[src/rtl/dma_xfer_engine_pkg.sv]
// rtl/dma_xfer_engine_pkg.sv - shared state encoding and command field layout
// Purpose: FSM state type and bit positions of the 25-bit transfer command
//          decoded by the system control block.
// Ports:   none (package).
package dma_xfer_engine_pkg;

  localparam int CMD_W        = 25;
  localparam int CMD_MODE_BIT = 24;
  localparam int CMD_SRC_MSB  = 23;
  localparam int CMD_SRC_LSB  = 16;
  localparam int CMD_DST_MSB  = 15;
  localparam int CMD_DST_LSB  = 8;
  localparam int CMD_LEN_MSB  = 7;
  localparam int CMD_LEN_LSB  = 0;

  typedef enum logic [2:0] {
    ST_IDLE    = 3'd0,
    ST_REQ     = 3'd1,
    ST_READ    = 3'd2,
    ST_CAPTURE = 3'd3,
    ST_WRITE   = 3'd4,
    ST_RELEASE = 3'd5,
    ST_DONE    = 3'd6
  } state_t;

endpackage

[src/rtl/dma_xfer_engine_if.sv]
// rtl/dma_xfer_engine_if.sv - command handshake, bus arbitration and memory bus bundle
// Purpose: groups the command inputs, hold/hlda arbitration pair and the
//          8-bit memory bus between the engine and its environment.
// Ports:   master = engine side (drives cmd_ready, hold, mem_*),
//          slave  = control block / processor / memory side.
interface dma_xfer_engine_if #(
  parameter int AW = 8,
  parameter int DW = 8,
  parameter int LW = 8
) ();

  logic          cmd_valid;
  logic          cmd_ready;
  logic [AW-1:0] cmd_src;
  logic [AW-1:0] cmd_dst;
  logic [LW-1:0] cmd_len;
  logic          hold;
  logic          hlda;
  logic [AW-1:0] mem_addr;
  logic          mem_rd;
  logic          mem_wr;
  logic [DW-1:0] mem_wdata;
  logic [DW-1:0] mem_rdata;

  modport master (
    input  cmd_valid, cmd_src, cmd_dst, cmd_len, hlda, mem_rdata,
    output cmd_ready, hold, mem_addr, mem_rd, mem_wr, mem_wdata
  );

  modport slave (
    output cmd_valid, cmd_src, cmd_dst, cmd_len, hlda, mem_rdata,
    input  cmd_ready, hold, mem_addr, mem_rd, mem_wr, mem_wdata
  );

endinterface

[src/rtl/dma_xfer_engine.sv]
// rtl/dma_xfer_engine.sv - DMA byte-copy engine with hold/hlda bus arbitration
// Purpose: accepts {src, dst, len}, requests the bus, then copies len bytes
//          ascending from src to dst at 3 cycles/byte, pulsing done at the end.
// Ports:   clock, reset_n (sync, active low); bus (master modport: command
//          handshake, hold/hlda, memory bus); busy (not idle); done (1-cycle pulse).
module dma_xfer_engine
  import dma_xfer_engine_pkg::*;
#(
  parameter int AW = 8,
  parameter int DW = 8,
  parameter int LW = 8
) (
  input  logic               clock,
  input  logic               reset_n,
  dma_xfer_engine_if.master  bus,
  output logic               busy,
  output logic               done
);

  state_t        state, state_n;
  logic [AW-1:0] src_ptr;
  logic [AW-1:0] dst_ptr;
  logic [LW-1:0] count;

  assign bus.cmd_ready = (state == ST_IDLE);

  always_comb begin
    state_n = state;
    case (state)
      ST_IDLE:    if (bus.cmd_valid) state_n = (bus.cmd_len == '0) ? ST_DONE : ST_REQ;
      ST_REQ:     if (bus.hlda) state_n = ST_READ;
      ST_READ:    state_n = ST_CAPTURE;
      ST_CAPTURE: state_n = ST_WRITE;
      // A lost grant only takes effect between bytes: park in REQ with hold still up.
      ST_WRITE: begin
        if (count == LW'(1))  state_n = ST_RELEASE;
        else if (bus.hlda)    state_n = ST_READ;
        else                  state_n = ST_REQ;
      end
      ST_RELEASE: if (!bus.hlda) state_n = ST_DONE;
      ST_DONE:    state_n = ST_IDLE;
      default:    state_n = ST_IDLE;
    endcase
  end

  always_ff @(posedge clock) begin
    if (!reset_n) begin
      state         <= ST_IDLE;
      src_ptr       <= '0;
      dst_ptr       <= '0;
      count         <= '0;
      bus.hold      <= 1'b0;
      bus.mem_rd    <= 1'b0;
      bus.mem_wr    <= 1'b0;
      bus.mem_addr  <= '0;
      bus.mem_wdata <= '0;
      busy          <= 1'b0;
      done          <= 1'b0;
    end else begin
      state <= state_n;

      case (state)
        ST_IDLE: begin
          if (bus.cmd_valid) begin
            src_ptr <= bus.cmd_src;
            dst_ptr <= bus.cmd_dst;
            count   <= bus.cmd_len;
          end
        end
        // mem_wdata doubles as the byte holding register: captured here,
        // presented unchanged during the following WRITE.
        ST_CAPTURE: bus.mem_wdata <= bus.mem_rdata;
        ST_WRITE: begin
          src_ptr <= src_ptr + AW'(1);
          dst_ptr <= dst_ptr + AW'(1);
          if (count != '0) count <= count - LW'(1);
        end
        default: ;
      endcase

      // Moore outputs are registered from the next state so they line up
      // with the state they belong to.
      bus.hold   <= (state_n == ST_REQ) || (state_n == ST_READ) ||
                    (state_n == ST_CAPTURE) || (state_n == ST_WRITE);
      bus.mem_rd <= (state_n == ST_READ);
      bus.mem_wr <= (state_n == ST_WRITE);
      busy       <= (state_n != ST_IDLE);
      done       <= (state_n == ST_DONE);

      // Going WRITE -> READ the source pointer advances on this same edge,
      // so the next read address is the incremented value.
      if (state_n == ST_READ)
        bus.mem_addr <= (state == ST_WRITE) ? src_ptr + AW'(1) : src_ptr;
      else if (state_n == ST_WRITE)
        bus.mem_addr <= dst_ptr;
    end
  end

endmodule
[src/flat_wrapper.sv]
// flat-port wrapper written by rule: the top's interface ports become plain ports
module dma_xfer_engine_flat import dma_xfer_engine_pkg::*;
#(
  parameter int AW = 8,
  parameter int DW = 8,
  parameter int LW = 8
)
  (clock, reset_n, busy, done, bus_cmd_valid, bus_cmd_src, bus_cmd_dst, bus_cmd_len, bus_hlda, bus_mem_rdata, bus_cmd_ready, bus_hold, bus_mem_addr, bus_mem_rd, bus_mem_wr, bus_mem_wdata);
  dma_xfer_engine_if #(.AW(AW), .DW(DW), .LW(LW)) bus_i ();
  input  logic clock;
  input  logic reset_n;
  output logic busy;
  output logic done;
  input wire logic [$bits(bus_i.cmd_valid)-1:0] bus_cmd_valid;
  input wire logic [$bits(bus_i.cmd_src)-1:0] bus_cmd_src;
  input wire logic [$bits(bus_i.cmd_dst)-1:0] bus_cmd_dst;
  input wire logic [$bits(bus_i.cmd_len)-1:0] bus_cmd_len;
  input wire logic [$bits(bus_i.hlda)-1:0] bus_hlda;
  input wire logic [$bits(bus_i.mem_rdata)-1:0] bus_mem_rdata;
  output wire logic [$bits(bus_i.cmd_ready)-1:0] bus_cmd_ready;
  output wire logic [$bits(bus_i.hold)-1:0] bus_hold;
  output wire logic [$bits(bus_i.mem_addr)-1:0] bus_mem_addr;
  output wire logic [$bits(bus_i.mem_rd)-1:0] bus_mem_rd;
  output wire logic [$bits(bus_i.mem_wr)-1:0] bus_mem_wr;
  output wire logic [$bits(bus_i.mem_wdata)-1:0] bus_mem_wdata;
  assign bus_i.cmd_valid = bus_cmd_valid;
  assign bus_i.cmd_src = bus_cmd_src;
  assign bus_i.cmd_dst = bus_cmd_dst;
  assign bus_i.cmd_len = bus_cmd_len;
  assign bus_i.hlda = bus_hlda;
  assign bus_i.mem_rdata = bus_mem_rdata;
  assign bus_cmd_ready = bus_i.cmd_ready;
  assign bus_hold = bus_i.hold;
  assign bus_mem_addr = bus_i.mem_addr;
  assign bus_mem_rd = bus_i.mem_rd;
  assign bus_mem_wr = bus_i.mem_wr;
  assign bus_mem_wdata = bus_i.mem_wdata;
  dma_xfer_engine #(.AW(AW), .DW(DW), .LW(LW)) u_core (.clock(clock), .reset_n(reset_n), .bus(bus_i), .busy(busy), .done(done));
endmodule
[config.mk]
export PLATFORM = sky130hd
export DESIGN_NAME = dma_xfer_engine_flat
export DESIGN_NICKNAME = d
export VERILOG_FILES = /design/src/rtl/dma_xfer_engine_pkg.sv /design/src/rtl/dma_xfer_engine_if.sv /design/src/rtl/dma_xfer_engine.sv /design/src/flat_wrapper.sv
export SDC_FILE = /design/constraint.sdc
export NUM_CORES = 1
export LEC_CHECK = 0
export CORE_UTILIZATION = 35
export DETAILED_ROUTE_END_ITERATION = 6
export GPL_TIMING_DRIVEN = 0
export PLACE_DENSITY = 0.64
export SLEW_MARGIN = 20
export SYNTH_ARGS = -nofsm -noshare
export SYNTH_HDL_FRONTEND = slang
export SYNTH_SLANG_ARGS = --single-unit
export TNS_END_PERCENT = 5
[constraint.sdc]
create_clock -name clock -period 2.8 [get_ports clock]
set_input_delay 0.56 -clock clock [delete_from_list [all_inputs] [get_ports clock]]
set_output_delay 0.56 -clock clock [all_outputs]
set_load 0.01 [all_outputs]
==> metrics.csv, run 1 <==
stage,metric,value,unit
run_status,outcome,"finished, final reports clean",
grt,grt_max_degree,17,
synthesis,syn_area,2570,µm²
sta,slew_violations,0,
sta,rsz0062_at_grt,false,
worst_setup_path,end_kind,register,
cells_and_area,fillers,718,
synthesis,yosys.area.top_type,dfxtp_1,
routing,drcViolationCount,0,
synthesis,seq_area_frac_synth,37.4,%
worst_setup_path,reg2reg_from,u_core.count[1]$_SDFFE_PN0P_,
floorplan,fp.dieH,87.7,µm
power,pwr-share-seq,46.1,%
worst_hold_path,hp-class,reg -> reg,
clock_network,cts_num_sinks,48,
synthesis,synthArstFlopShare,0,%
sta,skew,0.00978,ns
worst_setup_path,r2r_end,u_core.bus.mem_addr[1]$_SDFFE_PN0P_,
grt,antenna_found_initial,0,
worst_setup_path,worst-path-max-fanout,10,
floorplan,core-area,6940,µm²
sta,finalHoldViolCount,0,
worst_setup_path,crit_arrival,2.71,ns
cells_and_area,syn2layout_area_growth,31.3,%
clock_network,cts_tree,done,
routing,drt_wl_total,6890,µm
synthesis,synth.area.top_cells,"dfxtp_1 37%, mux2i_1 7.0%, nor2_1 7.0%, a21oi_1 4.5%, nand2_1 4.1%",
sta,finalSetupViolCount,0,
sta,worst_pin_slew,0.672,ns
power,p_int,0.00118,W
floorplan,io_pins,58,
routing,ant_nets,0,
clock_network,root_buffer,clkbuf_8,
routing,drtIter0Drc,148,
worst_setup_path,crit_end,u_core.src_ptr[0]$_SDFFE_PN0P_,
floorplan,die_area,7700,µm²
worst_setup_path,r2r_slack,0.46,ns
sta,period_minus_slack,2.53,ns
clock_network,clkLatencyLatePin,0.31,ns
clock_network,cts_setup_buffers,0,
synthesis,syn-instance-count,321,
synthesis,synth_edf_count,0,
synthesis,synth_common_cells,"48 x dfxtp_1, 48 x nor2_1, 28 x nand2_1, 23 x a21oi_1",
cells_and_area,utilization,48.6,%
clock_network,hold_buffers,0,
worst_setup_path,crit_start,bus_cmd_valid,
sta,fmax,396,MHz
synthesis,ys.flop_type,dfxtp_1,
placed_design,hpwlAfterDp,5150,µm
synthesis,synth_nets,362,
power,clkPwrFrac,30.9,%
synthesis,synth.top_cell.area_share,37.4,%
grt,grt_pass1_vias,2406,
power,power_density,495,nW/µm²
placed_design,finalWeightedCongestion,0.843,
synthesis,yosysWarnings,0,
power,switching_share,29.3,%
sta,slew_headroom,55.2,%
floorplan,initial_core_util,37.0,%
placed_design,port_buffers,57,
clock_network,clockBufferDepth,2,
clock_network,ctsHtreeMaxLevel,2,
floorplan,rows,30,
synthesis,syn_area_per_cell,8.01,µm²
routing,vias,2530,
worst_setup_path,required,2.99,ns
clock_network,cts_buffers,5,
power,p_switching,0.000490,W
power,p_leak,1.35,nW
routing,avgRoutedWirePerCell,14.3,µm
grt,grt_first_pass_wirelength,11400,µm
power,power_frac_comb,22.9,%
cells_and_area,insertedDiodeCount,0,
worst_setup_path,reg2regPathDepth,9,
sta,setup_ws,0.273,ns
worst_setup_path,setup.worst_path.class,in -> reg,
routing,vias_per_cell,5.25,
routing,firstDrtPassIters,4,
clock_network,cts_resized,0,
grt,grt-ovfl-total,0,
synthesis,synthDistinctLibCells,51,
synthesis,ys_ff_latch,48,
floorplan,die_w,87.7,µm
clock_network,clkTransAtPathRegs,0.10,ns
cells_and_area,nets,426,
cells_and_area,drive_above_1_share,5.70,%
sta,period_share,90.3,%
power,max-vdd-ir-drop,205,µV
placed_design,pre_cts_slack,-0.0436,ns
worst_setup_path,cp-start-kind,input port,
grt,grt_use_total,19.3,%
job,cap_violations,0,
-- worst min path at each step --
stage	from	to	slack, ns	depth (start not counted)
after floorplan	u_core.dst_ptr[7]$_SDFFE_PN0P_	u_core.dst_ptr[7]$_SDFFE_PN0P_	0.46	2
after global placement	u_core.bus.mem_addr[0]$_SDFFE_PN0P_	u_core.bus.mem_addr[0]$_SDFFE_PN0P_	0.45	2
after detailed placement	u_core.bus.mem_addr[3]$_SDFFE_PN0P_	u_core.bus.mem_addr[3]$_SDFFE_PN0P_	0.45	2
after CTS	u_core.bus.mem_addr[3]$_SDFFE_PN0P_	u_core.bus.mem_addr[3]$_SDFFE_PN0P_	0.47	2
after global routing	u_core.bus.mem_addr[5]$_SDFFE_PN0P_	u_core.bus.mem_addr[5]$_SDFFE_PN0P_	0.50	2
final	u_core.bus.mem_addr[3]$_SDFFE_PN0P_	u_core.bus.mem_addr[3]$_SDFFE_PN0P_	0.46	2
-- cell usage in the layout, fill, tap and decap left out, drive strengths merged, types with 3 or more instances in the layout --
master | synthesis | final
dfxtp | 48 | 48
and2 | 5 | 5
nand3 | 8 | 8
a221oi | 6 | 6
xor2 | 4 | 4
nor3 | 10 | 10
inv | 6 | 7
nor4 | 5 | 5
mux2i | 18 | 18
nand2 | 29 | 29
or3 | 3 | 3
ha | 5 | 5
nand2b | 8 | 8
o211ai | 5 | 5
a211oi | 5 | 5
buf | 5 | 5
xnor2 | 3 | 3
nor2 | 48 | 48
a31oi | 3 | 3
and3 | 4 | 4
nand4 | 3 | 3
or2 | 3 | 3
clkbuf | 16 | 21
clkdlybuf4s50 | 0 | 57
a21oi | 23 | 23
o21ai | 18 | 18
-- sequential cells by signal, indices dropped and copies added (netlist names) --
register / flops
u_core.bus.mem_wr: 1
u_core.src_ptr: 8
u_core.bus.mem_addr: 8
u_core.done: 1
u_core.state: 3
u_core.bus.mem_rd: 1
u_core.dst_ptr: 8
u_core.busy: 1
u_core.bus.hold: 1
u_core.bus.mem_wdata: 8
u_core.count: 8
-- routing by layer --
| metal | wire length, µm | GRT usage [%] | vias up |
|---|---|---|---|
| met2 | 3260 | 32.7 | 95 |
| met5 | 0 | 0 | - |
| li1 | - | - | 1276 |
| met3 | 492 | 4.24 | 6 |
| met4 | 57 | 4.77 | 0 |
| met1 | 3090 | 24.7 | 1153 |
-- cells by family (layout without fill, tap and decap cells) --
kind of cell	after synthesis	count (layout)	share of synthesized area, %
AND/OR/NAND/NOR	138	138	27.0
AO/OA/AOI/OAI	77	77	19.2
flip-flops	48	48	37.4
buffers and inverters	28	93	4.33
multiplexers	18	18	7.00
XOR/XNOR	7	7	2.68
adder cells (fa/ha/maj)	5	5	2.43
-- per-stage QoR --
stage,instances,setup TNS (ns),hold slack (ns),total power [W],instance area [µm²]
5_1_grt,482,0,0.495,0.00176,3380
4_1_cts,482,0,0.469,0.00169,3380
3_5_place_dp,474,-0.0673,0.455,0.00117,3260
6_report,482,0,0.463,0.00167,3380
2_1_floorplan,321,0,0.459,0.00102,2570
3_3_place_gp,474,-0.139,0.447,0.00116,3260
-- power groups by stage --
stage                     logic (W)  registers, W  clock network (W)
after floorplan            0.000235      0.000782                  0
after global placement     0.000379      0.000785                  0
after detailed placement   0.000381      0.000786                  0
after CTS                  0.000383      0.000770           0.000532
after global routing       0.000426      0.000778           0.000560
final                      0.000384      0.000771           0.000517
-- critical path, stage by stage --
cell and delay [ns]:
clkdlybuf4s50_1 0.49, nor4b_2 0.42, clkbuf_1 0.51, clkbuf_1 0.45, nor2_1 0.10, a21oi_1 0.13
nor2_1 0.05
-- layout make-up --
| type | count | area, µm² | share of cell area, % |
|---|---|---|---|
| Tap cell | 96 | 120 | 3.56 |
| Clock inverter | 3 | 46.3 | 1.37 |
| Buffer | 21 | 85.1 | 2.52 |
| Sequential cell | 48 | 961 | 28.4 |
| Clock buffer | 5 | 68.8 | 2.04 |
| Multi-Input combinational cell | 245 | 1500 | 44.4 |
| Inverter | 7 | 26.3 | 0.778 |
| Timing Repair Buffer | 57 | 571 | 16.9 |
(Power assumes the default switching activity.)
==> run 2: changes to the inputs <==
clock period = 3.2 ns   (was 2.8 ns; I/O delays follow)
==> results of run 2 <==
The final DEF is identical to that of run 1. Status: finished, final reports clean.
Among the figures that moved: setup slack after placement -0.0436 ns -> 0.276 ns; setup slack after layout 0.273 ns -> 0.593 ns; register-to-register setup slack 0.46 ns -> 0.86 ns; total power 0.00167 W -> 0.00146 W; worst IR drop on VDD 205 µV -> 179 µV
==> run 3: changes to the inputs <==
PLACE_DENSITY = 0.66   (was 0.64)
clock period = 2.13 ns   (was 3.2 ns; I/O delays follow)
==> metrics.csv, run 3 (synthesis results as in run 1) <==
stage,metric,value,unit,change
grt,grt_use_total,19.1,%,was 19.3%
sta,slew_violations,0,,unchanged
routing,firstDrtPassIters,4,,unchanged
clock_network,hold_buffers,0,,unchanged
cells_and_area,nets,430,,was 426
worst_setup_path,cp-start-kind,register,,was input port
clock_network,cts_num_sinks,48,,unchanged
worst_setup_path,end_kind,register,,unchanged
worst_setup_path,crit_arrival,2.24,ns,was 2.79 ns
placed_design,pre_cts_slack,-0.681,ns,was 0.276 ns
floorplan,fp.dieH,87.7,µm,unchanged
routing,vias,2570,,was 2530
sta,finalHoldViolCount,0,,unchanged
sta,skew,0.00634,ns,was 0.00978 ns
job,cap_violations,0,,unchanged
cells_and_area,final_cell_mix,"56 x clkdlybuf4s50_1, 48 x nor2_1, 47 x dfxtp_1",,"was 57 x clkdlybuf4s50_1, 48 x nor2_1, 48 x dfxtp_1"
routing,drt_wl_total,7040,µm,was 6890 µm
placed_design,port_buffers,57,,unchanged
clock_network,clockBufferDepth,2,,unchanged
floorplan,die_w,87.7,µm,unchanged
worst_hold_path,hold_path_depth,2,,unchanged
sta,fmax,487,MHz,
worst_setup_path,reg2regPathDepth,7,,was 9
sta,worst_pin_slew,0.670,ns,was 0.672 ns
floorplan,core-area,6940,µm²,unchanged
placed_design,postPlaceCellArea,3260,µm²,unchanged
routing,ant_nets,0,,unchanged
cells_and_area,insertedDiodeCount,0,,unchanged
placed_design,hpwlAfterDp,5060,µm,was 5150 µm
worst_setup_path,crit_family,simple AND/OR/NAND/NOR gates,,was buffers and inverters
cells_and_area,final_common_cell,clkdlybuf4s50_1,,unchanged
clock_network,root_buffer,clkbuf_8,,unchanged
sta,period_share,96.4,%,
clock_network,ctsHtreeMaxLevel,2,,unchanged
routing,vias_per_cell,5.29,,was 5.25
grt,antenna_found_initial,0,,unchanged
clock_network,cts_tree,done,,unchanged
floorplan,io_pins,58,,unchanged
cells_and_area,drive_above_1_share,11.3,%,was 5.70%
sta,finalSetupViolCount,0,,unchanged
floorplan,initial_core_util,37.0,%,unchanged
worst_setup_path,crit_buf_inv,0,,was 3
routing,avgRoutedWirePerCell,14.5,µm,was 14.3 µm
worst_setup_path,worst-path-stages,7,,unchanged
worst_setup_path,setup.worst_path.class,reg -> reg,,was in -> reg
routing,drtIter0Drc,175,,was 148
floorplan,die_area,7700,µm²,unchanged
worst_setup_path,required,2.32,ns,was 3.39 ns
worst_setup_path,path_cells,ha_1 -> or4b_4 -> or3_1 -> nand3_2 -> xor2_2 -> nand2_4 -> mux2i_1,,was clkdlybuf4s50_1 -> nor4b_2 -> clkbuf_1 -> clkbuf_1 -> nor2_1 -> a21oi_1 -> nor2_1
sta,rsz0062_at_grt,true,,was false
grt,grt_max_degree,17,,unchanged
worst_setup_path,worst-path-max-fanout,8,,was 10
sta,slew_headroom,55.3,%,was 55.2%
sta,period_minus_slack,2.05,ns,
power,p_total,0.00237,W,was 0.00146 W
power,p_leak,1.44,nW,was 1.35 nW
cells_and_area,stdcell_area,3530,µm²,was 3380 µm²
sta,totalNegativeSetupSlack,0,ns,unchanged
grt,grt_first_pass_wirelength,11300,µm,was 11400 µm
placed_design,finalWeightedCongestion,0.861,,was 0.843
run_status,outcome,"finished, final reports clean",,unchanged
cells_and_area,syn2layout_area_growth,37.1,%,was 31.3%
clock_network,clkLatencyLatePin,0.31,ns,about the same
clock_network,clkTransAtPathRegs,0.09,ns,was 0.10 ns
power,max-vdd-ir-drop,292,µV,was 179 µV
worst_setup_path,slowest_stage,or4b_4,,was clkbuf_1
worst_hold_path,hp-class,reg -> reg,,unchanged
clock_network,cts_buffers,5,,unchanged
grt,grt-ovfl-total,0,,unchanged
floorplan,rows,30,,unchanged
grt,grt_pass1_vias,2359,,was 2406
routing,drcViolationCount,0,,unchanged
worst_setup_path,cp_slowest_stage_delay,0.48,ns,was 0.51 ns
power,power_density,671,nW/µm²,was 433 nW/µm²
sta,setup_ws,0.0777,ns,was 0.593 ns
-- run 3: metal layers --
layer  vias up  global-route usage (%)  wire length, µm
met5         -                       0                0
met4         0                    8.64              160
met3        12                    3.58              283
met2        66                    31.7             3320
met1      1211                    24.0             3280
li1       1281                       -                -
-- run 3: path summary, 6_finish.rpt --
check / start / to / slack [ns]
setup / recovery: u_core.count[0]$_SDFFE_PN0P_ / u_core.bus.mem_addr[3]$_SDFFE_PN0P_ / 0.08
hold / removal: u_core.bus.mem_addr[6]$_SDFFE_PN0P_ / u_core.bus.mem_addr[6]$_SDFFE_PN0P_ / 0.46
setup reg to reg: u_core.count[0]$_SDFFE_PN0P_ / u_core.bus.mem_addr[3]$_SDFFE_PN0P_ / 0.08
hold reg to reg: u_core.bus.mem_addr[6]$_SDFFE_PN0P_ / u_core.bus.mem_addr[6]$_SDFFE_PN0P_ / 0.46
-- run 3: worst min-delay path: cells and delay by family, from the launching register on --
family | cells | cell delay, ns
AND/OR/NAND/NOR | 1 | 0.05
flip-flops | 1 | 0.32
multiplexers | 1 | 0.05
-- run 3: metrics by stage --
stage / instances / util, % / hold slack, ns
CTS: 482 / 49.4 / 0.468
global placement: 474 / 47.0 / 0.446
finish: 486 / 50.8 / 0.461
global route: 486 / 50.8 / 0.487
floorplan: 321 / - / 0.459
detailed placement: 474 / 47.0 / 0.454
-- run 3: what timing repair did --
action | in CTS | in global routing
pin swaps | 1 | 5
gates resized for setup | 12 | 22
setup buffers | 0 | 4
endpoints found under the setup margin | 28 | 27
-- run 3: layout make-up --
class                   instances  area, µm²
inverters                       7       26.3
clock inverters                 3       68.8
repair buffers                 61        603
multi-input cells             245       1570
clock buffers                   5       68.8
plain buffers                  21        104
flip-flops and latches         48        962
well taps                      96        120
fillers                       691       3420
-- run 3: power by group --
group | switching [W] | leakage, nW | internal, W
combinational | 0.000279 | 0.981 | 0.000270
clock | 0.000327 | 0.0687 | 0.000473
sequential | 0.0000599 | 0.392 | 0.000958
total | 0.000666 | 1.44 | 0.00170
==> edit 1, RTL diff (config.mk and constraints of run 3) <==
`LW` is set to 8 in 3 places; all go to 7.
--- a/src/rtl/dma_xfer_engine_if.sv
+++ b/src/rtl/dma_xfer_engine_if.sv
@@ -8,3 +8,3 @@
   parameter int DW = 8,
-  parameter int LW = 8
+  parameter int LW = 7
 ) ();
--- a/src/rtl/dma_xfer_engine.sv
+++ b/src/rtl/dma_xfer_engine.sv
@@ -10,3 +10,3 @@
   parameter int DW = 8,
-  parameter int LW = 8
+  parameter int LW = 7
 ) (
--- a/src/flat_wrapper.sv
+++ b/src/flat_wrapper.sv
@@ -5,3 +5,3 @@
   parameter int DW = 8,
-  parameter int LW = 8
+  parameter int LW = 7
 )
Ports: changed (resized bus_cmd_len); port bits go from 58 to 57. No check against the original RTL was run, so the function may have changed too.
==> edit 1 against run 3 <==
- the run now ends with negative setup slack left
- sequential cell count decreased by 1
- register-to-register slack lost 0.07 ns
- maximum frequency is 5.0% lower
- worst setup slack worse by 0.11 ns
- area after synthesis down 3.0%
- power fell by 1.4%
- first-iteration DRC count decreased by 38%
- routed wire length decreased by 1.4%
- cell area shrank 3.9%
- clock skew grew 0.0021 ns
- highest routed layer unchanged
==> edit 1: results (changes against run 3) <==
placed_design:
  pre_cts_slack_ns: -0.519  # +0.162 ns
  dp_hpwl_um: 5010  # -1.0%
  port-buffer-count: 56  # -1.8%
  place_congestion: 0.853  # -0.95%
  place_area_mm2: 0.00318  # -2.7%
  dp.cells: 459  # -3.2%
setup_path:
  reg2reg_from: "u_core.state[1]"
  cp_slowest_cell: "clkdlybuf4s50_1"
  crit_family: "buffers and inverters"
  crit_path_start: "u_core.state[2]"
  reg2reg_setup_slack_ns: 0.01  # -0.07 ns
  r2r_cells: 7  # unchanged
  cp_slowest_stage_delay_ns: 0.59  # +0.11 ns
  path_max_fanout: 10  # +2
  r2r_end: "u_core.count[5]"
global_route:
  grt_pass1_vias: 2281  # -3.3%
  grt_pass1_wl_um: 11200  # -1.5%
  grt_max_degree: 16  # -1
  gr-usage-met1: 0.264  # +0.0247
  gr-usage-met3: 0.0343  # -0.00153
  grt_usage: 0.193  # +0.00256
run_status:
  violations: "negative setup slack"
  status: "finished with violations"
synth:
  ys_types: 57  # +12%
  synth_top_cells_by_count: "dfxtp_1 (47), nor2_1 (38), nand2_1 (36), a21oi_1 (32), o21ai_0 (21)"
  synth_area_leaders: "dfxtp_1 (38%), a21oi_1 (6.4%), nor2_1 (5.7%)"
  synth_nets: 347  # -4.1%
  syn_area_per_cell_um2: 8.13  # +1.4%
  ys_seq_area_frac: 0.377  # +0.00359
power:
  switching_share: 0.295  # +0.0137
  power.total_mw: 2.33  # -1.4%
  powerComb_mw: 0.594  # +8.2%
  p_seq_frac: 0.442  # +0.012
  max-vdd-ir-drop_mv: 0.343  # +18%
  p_leak_nw: 1.27  # -12%
sta:
  setup_violations: 1  # +1
  relSlewSlack: 0.589  # +0.0360
  tns_ns: -0.0291  # -0.0291 ns
  timing.hold.ws_ns: 0.454  # -0.00664 ns
  fin_skew_ns: 0.00847  # +0.00213 ns
  fin_ws_ns: -0.0291  # -0.107 ns
finish:
  drive_above_1_share: 0.107  # -0.00558
  fin_cells: 469  # -3.5%
  num-fill-cells: 696  # +0.72%
hold_path:
  hold_end: "u_core.bus.mem_wdata[4]"
  hp-class: "reg2reg"
  whs_path_depth: 2  # unchanged
route:
  vias: 2495  # -2.9%
  routed_wl_um: 6940  # -1.4%
  met3WireLength_um: 464  # +64%
  drt_iter0_drc: 109  # -38%
clock_tree:
  cts_resized: 7  # -5
[edit 1: changes by cell type in the layout (fill, tap and decap cells not counted), moves of 6 or more]
cell             change
mux2i_1             -16
nor2_1              -11
a21oi_1             +10
clkbuf_2             -7
nand2_1              +7
clkdlybuf4s50_1      -6
o21ai_0              +6
[edit 1: final cells by class]
| cell class | count | share of cell area |
|---|---|---|
| multi-input cells | 232 | 0.436 |
| flip-flops and latches | 47 | 0.278 |
| repair buffers | 58 | 0.174 |
| well taps | 96 | 0.0355 |
| plain buffers | 19 | 0.0307 |
| clock buffers | 6 | 0.0244 |
| clock inverters | 2 | 0.0114 |
| inverters | 9 | 0.00997 |
[edit 1: cells by family after synthesis]
logic type	after synthesis	synth area share
AOI/OAI and AO/OA	98	0.258
adders and majority gates	5	0.0251
xor gates and xnor gates	4	0.0140
muxes	2	0.00802
and+or+nand+nor	123	0.263
DFF	47	0.377
buffers and inverters	28	0.0552
==> edit 2, RTL diff (config.mk and constraints of run 3) <==
Made on the original files. Encoding of `state_t`: now one-hot (7 bits for 7 states).
--- a/src/rtl/dma_xfer_engine_pkg.sv
+++ b/src/rtl/dma_xfer_engine_pkg.sv
@@ -15,10 +15,10 @@
 
-  typedef enum logic [2:0] {
-    ST_IDLE    = 3'd0,
-    ST_REQ     = 3'd1,
-    ST_READ    = 3'd2,
-    ST_CAPTURE = 3'd3,
-    ST_WRITE   = 3'd4,
-    ST_RELEASE = 3'd5,
-    ST_DONE    = 3'd6
+  typedef enum logic [6:0] {
+    ST_IDLE    = 7'b0000001,
+    ST_REQ     = 7'b0000010,
+    ST_READ    = 7'b0000100,
+    ST_CAPTURE = 7'b0001000,
+    ST_WRITE   = 7'b0010000,
+    ST_RELEASE = 7'b0100000,
+    ST_DONE    = 7'b1000000
   } state_t;
Check against the original RTL: same outputs for any inputs over 10 cycles, from zero or initial values and one cycle with reset_n low; not proved beyond that.
==> edit 2 against run 3 <==
- the run now ends with negative setup slack left
- die area up 4.3%
- core utilization decreased by 1.0 points
- routed wire length rose by 15%
- sequential cell count is 4 higher
- first-iteration DRC count up 24%
- sequential power grew 4%
- power decreased by 11%
- worst setup slack worse by 0.10 ns
- cell area is 3.5% higher
- area after synthesis up 4.4%
- largest power group unchanged
==> edit 2: results (changes against run 3) <==
global_route:
  grt_max_degree: 17  # unchanged
  grt_usage: 0.209  # +0.0177
  grt_antenna_before_repair: 0  # unchanged
  overflow: 0  # unchanged
  grt_pass1_wl_um: 12600  # +11%
  grt_pass1_vias: 2552  # +8.2%
power:
  p_leak_nw: 1.29  # -11%
  max-vdd-ir-drop_mv: 0.293  # +0.38%
hold_path:
  hp-class: "reg2reg"
  whs_path_depth: 2  # unchanged
placed_design:
  place_area_mm2: 0.00338  # +3.6%
  dp.cells: 500  # +5.5%
  place_congestion: 0.884  # +2.6%
  dp_hpwl_um: 5720  # +13%
  port-buffer-count: 57  # unchanged
  pre_cts_slack_ns: -0.614  # +0.0666 ns
clock_tree:
  numCtsBuffers: 5  # unchanged
  clockRootBuffer: "clkbuf_8"
  ctsLongestPathBuffers: 2  # unchanged
  clk_pin_slew_ns: 0.10
  clock_latency_ns: 0.31  # about the same
  h-tree-depth: 2  # unchanged
route:
  drt_pre_antenna_iters: 5  # +1
  vias: 2802  # +9.0%
  routed_wl_um: 8090  # +15%
  drt_iter0_drc: 217  # +24%
synth:
  ys_seq_area_frac: 0.388  # +0.0142
  yosysWarnings: 0  # unchanged
  synth_async_sr_flop_share: 0  # unchanged
  synth_area_leaders: "dfxtp_1 (39%), a21oi_1 (6.9%), nand2_1 (6.0%)"
  syn_area_per_cell_um2: 7.81  # -2.6%
  synth_nets: 385  # +6.4%
  ys_types: 48  # -5.9%
  synth_top_cells_by_count: "dfxtp_1 (52), nand2_1 (43), a21oi_1 (37), o21ai_0 (29), nor2_1 (24)"
setup_path:
  cp_slowest_stage_delay_ns: 0.60  # +0.12 ns
  cp_slowest_cell: "or4_4"
  r2r_cells: 5  # -2
  path_max_fanout: 6  # -2
  worst_ep_arrival_time_ns: 1.73  # -0.51 ns
  crit_family: "simple AND/OR/NAND/NOR gates"
finish:
  fin_cells: 513  # +5.6%
  drive_above_1_share: 0.126  # +0.0128
  n_antenna_cell: 0  # unchanged
  fin_nets: 454  # +5.6%
sta:
  setup_violations: 2  # +2
  relSlewSlack: 0.489  # -0.0643
  fin_ws_ns: -0.0242  # -0.102 ns
  tns_ns: -0.0334  # -0.0334 ns
  fin_skew_ns: 0.00447  # -0.00187 ns
run_status:
  violations: "negative setup slack"
  status: "finished with violations"
## edit 2: final cells by class
| cell class | count | area (um^2) |
|---|---|---|
| Inverter | 9 | 33.8 |
| Clock buffer | 5 | 68.8 |
| Tap cell | 99 | 124 |
| Clock inverter | 3 | 42.5 |
| Multi-Input combinational cell | 261 | 1580 |
| Fill cell | 707 | 3680 |
| Sequential cell | 52 | 1050 |
| Buffer | 18 | 121 |
| Timing Repair Buffer | 66 | 633 |
## edit 2: final timing paths
| kind | startpoint | end | slack, ns |
|---|---|---|---|
| min reg2reg | u_core.bus.mem_wdata[6] | u_core.bus.mem_wdata[6] | 0.46 |
| min | u_core.bus.mem_wdata[6] | u_core.bus.mem_wdata[6] | 0.46 |
| max | u_core.state[5] | bus_cmd_ready | -0.02 |
| max reg2reg | u_core.state[5] | u_core.count[0] | -0.01 |
## edit 2: repair_timing
item | 4_1_cts | 5_1_grt
setup buffers | 7 | 2
gates resized for setup | 35 | 17
pin swaps | 4 | 7
endpoints found under the setup margin | 39 | 41
## edit 2: power breakdown
part	switching [mW]	internal (mW)	total [mW]	leakage, nW
clock	0.345	0.348	0.694	0.0541
sequential	0.0527	1.01	1.06	0.426
combinational	0.164	0.173	0.336	0.811
## edit 2: logic make-up after synthesis
logic type	Yosys count	synth area share
simple gates	132	0.240
compound gates	111	0.254
flops	52	0.388
buf+inv	31	0.0489
xor+xnor	8	0.0261
mux	5	0.0205
fa+ha+maj	5	0.0233
## edit 2: worst register-to-register path: stages, from the launching register on
cell and delay, ns:
dfxtp_4 0.36, or4_4 0.60, a211o_1 0.34, a41o_4 0.28, or3_1 0.31, a31oi_1 0.18
## edit 2: layer usage
layer / global-route usage / routed length [um]
met3: 0.0274 / 366
met5: 0 / 0
met1: 0.296 / 3810
met2: 0.325 / 3770
met4: 0.0707 / 147
